### config.mk
export PLATFORM = sky130hd
export DESIGN_NAME = pattern_scan_scheduler
export DESIGN_NICKNAME = d
export VERILOG_FILES = /design/src/rtl/pattern_scan_scheduler.sv
export SDC_FILE = /design/constraint.sdc
export NUM_CORES = 1
export LEC_CHECK = 0
export BUFFER_PORTS_ARGS = -buffer_cell sky130_fd_sc_hd__buf_2
export CORE_UTILIZATION = 45
export DETAILED_ROUTE_END_ITERATION = 8
export GPL_ROUTABILITY_DRIVEN = 0
export GPL_TIMING_DRIVEN = 0
export PLACE_DENSITY = 0.72
export SYNTH_ARGS = -nofsm -noshare
export SYNTH_HDL_FRONTEND = slang
export SYNTH_SLANG_ARGS = --single-unit
### constraint.sdc
create_clock -name clock -period 1.7 [get_ports clock]
set_input_delay 0.34 -clock clock [delete_from_list [all_inputs] [get_ports clock]]
set_output_delay 0.34 -clock clock [all_outputs]
set_load 0.02 [all_outputs]
### src/rtl/pattern_scan_scheduler.sv
// Purpose : round-robin scheduler sharing one serial 2-flag pattern detector between NUM_REQ requesters.
// Latency : req sampled in IDLE (cycle 0), grant/det_clr at 1, bits at 2..WORD_W+1, done at WORD_W+3.
// Backpressure: none; req is a level request, and changes to req/word_in during a scan are ignored.
// Optional build macro: SCAN_EARLY_STOP_EN ends SHIFT as soon as det_flags reads 2'b11.
// Ports:
//   clock, reset_n        rising-edge clock, asynchronous active-low reset
//   req, word_in          per-requester level request and parallel word (slice k at k*WORD_W)
//   grant                 one-hot pulse in the cycle the winner's word is captured
//   busy                  high whenever the scheduler is not idle
//   det_clr/bit/valid     detector clear pulse, serial bit (MSB first) and bit qualifier
//   det_flags             detector sticky flags (registered inside the detector)
//   done, result, done_id completion pulse, captured flags and owning requester index
module pattern_scan_scheduler #(
  parameter int NUM_REQ = 2,
  parameter int WORD_W  = 10,
  parameter int ID_W    = 1
) (
  input  logic                      clock,
  input  logic                      reset_n,
  input  logic [NUM_REQ-1:0]        req,
  input  logic [NUM_REQ*WORD_W-1:0] word_in,
  output logic [NUM_REQ-1:0]        grant,
  output logic                      busy,
  output logic                      det_clr,
  output logic                      det_bit,
  output logic                      det_valid,
  input  logic [1:0]                det_flags,
  output logic                      done,
  output logic [1:0]                result,
  output logic [ID_W-1:0]           done_id
);

  localparam int CNT_W = $clog2(WORD_W);

  typedef enum logic [2:0] {
    IDLE  = 3'd0,
    LOAD  = 3'd1,
    SHIFT = 3'd2,
    WAIT  = 3'd3,
    DONE  = 3'd4
  } state_t;

  state_t              state, nxt;
  logic [CNT_W-1:0]    cnt;
  logic [ID_W-1:0]     ptr;
  logic [ID_W-1:0]     win_id;
  logic [WORD_W-1:0]   shreg;

  // Round-robin pick: rotate req so the pointer position lands on bit 0,
  // take the lowest set bit, then rotate the offset back into an index.
  logic [2*NUM_REQ-1:0] req_rot;
  logic                 pick_vld;
  logic [ID_W-1:0]      pick;
  int                   pick_sum;

  always_comb begin
    req_rot  = {req, req} >> ptr;
    pick_vld = 1'b0;
    pick     = '0;
    pick_sum = 0;
    for (int i = 0; i < NUM_REQ; i++) begin
      if (!pick_vld && req_rot[i]) begin
        pick_vld = 1'b1;
        pick_sum = int'(ptr) + i;
        if (pick_sum >= NUM_REQ) pick_sum = pick_sum - NUM_REQ;
        pick     = ID_W'(pick_sum);
      end
    end
  end

  // Early termination only ever looks at the detector's registered flags,
  // so the bit on the wire in the stopping cycle is still consumed.
  logic early_stop;
`ifdef SCAN_EARLY_STOP_EN
  assign early_stop = (det_flags == 2'b11);
`else
  assign early_stop = 1'b0;
`endif

  always_comb begin
    nxt       = state;
    grant     = '0;
    busy      = 1'b1;
    det_clr   = 1'b0;
    det_bit   = 1'b0;
    det_valid = 1'b0;
    done      = 1'b0;
    case (state)
      IDLE: begin
        busy = 1'b0;
        if (pick_vld) nxt = LOAD;
      end
      LOAD: begin
        grant   = NUM_REQ'(1) << win_id;
        det_clr = 1'b1;
        nxt     = SHIFT;
      end
      SHIFT: begin
        det_valid = 1'b1;
        det_bit   = shreg[WORD_W-1];
        if (cnt == CNT_W'(WORD_W-1) || early_stop) nxt = WAIT;
      end
      WAIT: nxt = DONE;
      DONE: begin
        done = 1'b1;
        nxt  = IDLE;
      end
      default: nxt = IDLE;
    endcase
  end

  always_ff @(posedge clock or negedge reset_n) begin
    if (!reset_n) begin
      state   <= IDLE;
      cnt     <= '0;
      ptr     <= '0;
      win_id  <= '0;
      shreg   <= '0;
      result  <= '0;
      done_id <= '0;
    end else begin
      state <= nxt;
      case (state)
        IDLE: if (pick_vld) win_id <= pick;
        LOAD: begin
          shreg <= word_in[int'(win_id)*WORD_W +: WORD_W];
          ptr   <= (int'(win_id) == NUM_REQ-1) ? '0 : win_id + 1'b1;
        end
        // Shifting left keeps the next bit to send in the MSB position.
        SHIFT: shreg <= shreg << 1;
        WAIT: begin
          result  <= det_flags;
          done_id <= win_id;
        end
        default: ;
      endcase
      cnt <= (state == SHIFT && nxt == SHIFT) ? cnt + 1'b1 : '0;
    end
  end

endmodule
# Yosys cells after proc, flatten, opt, wreduce, memory -nomap -nowiden
# Cells that the tools add are included.
[totals]
inputBits = 26
word_cells = 48
rom_bits = 0
reg_bits = 22
out_inout_bits = 10
mem_count = 0
ram_bits = 0
latch_bits = 0
[classes]
n_addsub = 5
n_reduce_logical = 6
multipliers = 1
mux = 18
n_shift = 3
eq_ne = 6
n_lt_le_gt_ge = 2
bitwise = 0
div = 0
[op_table]
columns = ["op", "count"]
rows = [
  ["$pmux W10 S2", 1],
  ["$shiftx A20 B6 Y10", 1],
  ["$mux W1", 12],
  ["$pmux W3 S4", 1],
  ["$eq A3 B2 Y1 const B", 3],
  ["$mux W3", 2],
  ["$add A4 B1 Y4 const B", 1],
  ["$eq A4 B4 Y1 const B", 1],
  ["$mul A1 B3 Y4 const B", 1],
  ["$mux W4", 1],
  ["$shr A4 B1 Y2", 1],
  ["$eq A3 B1 Y1 const B", 1],
  ["$eq A3 B3 Y1 const B", 1],
  ["$logic_not A3 Y1", 1],
  ["$add A1 B1 Y2 const B", 1],
  ["$ge A1 B2 Y1 const B", 1],
  ["$ge A2 B2 Y1 const B", 1],
  ["$logic_and A1 B1 Y1", 2],
  ["$mux W2", 1],
  ["$reduce_and A2 Y1", 1],
  ["$reduce_bool A2 Y1", 1],
  ["$shl A1 B1 Y2 const A", 1],
  ["$sub A1 B1 Y1 const B", 2],
  ["$add A1 B1 Y1 const B", 1],
  ["$logic_not A1 Y1", 1],
]

# Longest topological paths before layout
[depth]
word_depth = 10
mapped_depth = 5
depth_no_buf = 5

# Least setup slack after synthesis
# OpenSTA, ideal clock, no wires.
[synth_timing]
kind = "register -> output"
startpoint = "reg state[1]"
endpoint = "out grant[1]"
arrival_time_ns = 1.373
path_buffers = 1
stages_incl_launch_ff = 5
required_ns = 1.360
setup_slack_ns = -0.013
path_cell_list = "dfrtp_1 > or3b_1 > buf_2 > inv_2 > and2_1"
[synth_via]
elab_chain_len = 2
[synth_rtl]
columns = ["item", "line_no", "text"]
rows = [
  ["start, declared", "43", "state_t state, nxt;"],
  ["start signal, assigned", "122", "state <= nxt;"],
  ["$eq A3 B1 Y1", "88", "case (state)"],
  ["$mux W2", "88", ""],
  ["end, declared", "22", "output logic [NUM_REQ-1:0] grant,"],
]
# No other way between the ends.

# Worst setup path after layout
# Ends and elaborated chain as after synthesis.

==> impl_results.md <==
- RSZ-0062 raised after global routing: yes
- Count of final setup violators: 6
- Layout cells sized above 1: 50.0%
- Clk slew on worst S/H paths: 110 ps
- Initial antenna violation count: 0
- Final Util: 66.9%
- Synthesis-to-finish area growth: 38.8%
- Bufs and invs on worst path: 2
- Worst-path maximum fanout: 4
- Max-slew violations: 0
- Mapped Area: 0.00109 mm2
- IO Port Bufs: 35
- Yosys cell types: 30
- Syn Inst Count: 99
- Minimum clock period: 1880 ps
- Crit path max-delay family: simple AND/OR/NAND/NOR gates
- CTS tree: yes
- Sequential share of the synthesized area: 50.6%
- Number of vias per cell: 5.15
- Startpoint types: flop
- DRC: 0
- Placed inst area: 0.00130 mm2
- Placed instance count: 162
- Final Skew: 17.9 ps
- Root buffer selected by CTS: clkbuf_4
- Hold path cells: 2
- Num CTS Buffers: 3
- Comb power frac: 56.6%
- NetSw: 0.00109 W
- Syn avg cell area: 11.0 um2
- Pint: 0.00170 W
- Largest net degree at the start of global routing: 23
- Rel. slew slack: 67.7%
- GRT overflow: 0
- Setup WS post-layout: -185 ps
- Top post-synthesis cells by area: dfrtp_1 (51%), mux2i_1 (7.4%), mux2_2 (5.2%)
- Status: finished, violations left
- Reg2Reg Depth: 4
- Failing checks: negative setup slack
- Vias: 927
- Pwr per Cell Area: 1850 mW/mm2
- Post-synth top area share: 50.6%
- Worst setup EP type: output pin
- Initial DRC count: 12
- Core area: 0.00225 mm2
- CP Data Arrival Time: 1540 ps
- Initial Util: 48.2%
- Vias in the first global route: 919
- Achievable Freq: 531 MHz
- Area leader, netlist: dfrtp_1
- Die footprint: 0.00262 mm2
- Commonest non-fill, non-tap cells in the layout: buf_2 (29), dfrtp_1 (22), buf_4 (19)
- First-pass GRT wire length: 4.07 mm
- Peak supply drop: 1070 uV
- Crit path largest cell delay: 470 ps
- Seq cells post-synth: 22
- Critical path required time: 1360 ps
- Clk Latency, worst-skew pair: 320 ps
- Max cap viols: 0
- Clk buf depth: 2
- Ant diodes: 0
- IO Pins: 36
- Post-Route WL: 2.51 mm
- Nets@finish: 181
- First-pass DRT Iterations: 4
- Clock share of power: 10.5%
- Fill count: 186
- Fin crit share: 111%
- Post-Layout Inst Area: 0.00151 mm2
- Worst path cell trace: or3b_4 > inv_8 > and2_4 > buf_6
- Worst Hold Class: input port to flop
- Crit path kind: flop to output pin
- P_leak: 0.747 nW
- Syn nets: 127
- Die Width: 51.2 um
- Cell Count, Final, Fillers Out: 180
- CTS sink count: 22
- Antenna viol nets, final: 0
- Slew @ Worst Pin: 485 ps
- CTS H-Tree Depth: 1
- Sw frac: 39.0%
- DR WL/cell: 14.0 um
- Slowest cell on crit path: or3b_4
- Global-route usage over all layers: 21.4%
- Post-detail-place hpwl: 1.62 mm
- Die Ht: 51.2 um
- Commonest non-fill, non-tap cell in the layout: buf_2
- WP depth: 4
- Cell Rows: 17
- Hold Fails Final Rpt: 0
- Synth Warn #: 0
- Sequential Power Share: 32.9%
routing by layer:
layer / vias up / share of wire, % / wire length [um] / GRT usage, %
met5: - / 0 / 0 / 0
met4: 0 / 1.4 / 35 / 6.02
met3: 4 / 3.8 / 95 / 4.76
met2: 24 / 51 / 1280 / 39.0
met1: 441 / 44 / 1100 / 24.8
li1: 458 / - / - / -
per-stage QoR:
stage               setup WS [ps]  total power [W]  hold slack [ps]  setup TNS, ps
global placement            -91.4          0.00208              329          -91.4
CTS                          -222          0.00276              198          -1090
floorplan                    27.1          0.00179             44.4              0
finish                       -185          0.00279              208           -680
detailed placement           -104          0.00212              330           -104
global route                 -259          0.00298              213          -1130
cell type report:
| cell class | instances | area, um2 | share of cell area (%) |
|---|---|---|---|
| multi-input cells | 65 | 495 | 32.8 |
| clock buffers | 4 | 36.3 | 2.40 |
| flip-flops and latches | 22 | 551 | 36.5 |
| inverters | 7 | 33.8 | 2.24 |
| repair buffers | 52 | 335 | 22.2 |
| well taps | 28 | 35.0 | 2.32 |
| plain buffers | 2 | 22.5 | 1.49 |
cells by family (layout without fill, tap and decap cells):
family                   count (synthesis)  in the layout  share of synthesized area (%)
AND/OR/NAND/NOR                         30             30                           14.2
AO/OA/AOI/OAI                           19             19                           13.5
buffers and inverters                   12             65                           6.10
multiplexers                            13             13                           12.5
flip-flops                              22             22                           50.6
XOR/XNOR                                 1              1                          0.806
adder cells (fa/ha/maj)                  2              2                           2.30
path summary, 6_finish.rpt:
check,start,endpoint,slack [ps]
setup / recovery,state[1],grant[1],-180
hold / removal,req[0],win_id,210
setup reg to reg,state[0],shreg[8],150
hold reg to reg,result[1],result[1],520
max in group asynchronous,reset_n,shreg[8],860
min in group asynchronous,reset_n,shreg[4],500
power groups by stage:
stage,Clock [W],Combinational (W),Sequential [W]
floorplan,0,0.000873,0.000916
global placement,0,0.00118,0.000896
detailed placement,0,0.00120,0.000912
CTS,0.000299,0.00158,0.000883
global route,0.000321,0.00171,0.000943
finish,0.000294,0.00158,0.000918
registers in the layout (all words and copies together) (netlist names):
name and flops:
ptr 1, state 3, result 2, done_id 1, cnt 4, shreg 10, win_id 1
synthesized netlist by cell type, drive strengths merged:
cell type and instances:
o221a 7, o22ai 3, clkbuf 1, a31oi 3, nand3 2, nand2b 1
a21oi 3, nand2 11, xnor2 1, nor2 7, or3b 3, o21ai 3
inv 7, dfrtp 22, nand3b 1, nand4b 1, mux2i 8, ha 2
nor3b 1, nor3 1, or2 1, buf 4, and2 1, mux2 5
timing repair:
| action | in CTS | in global routing |
|---|---|---|
| setup buffers | 14 | 2 |
| pin swaps | 2 | 3 |
| hold buffers | 1 | 0 |
| cloned | 0 | 0 |
| gates resized for setup | 19 | 5 |
| setup endpoints to repair | 6 | 7 |
| endpoints found under the hold margin | 22 | 0 |
Note: power is estimated with default switching activity, not from simulation.
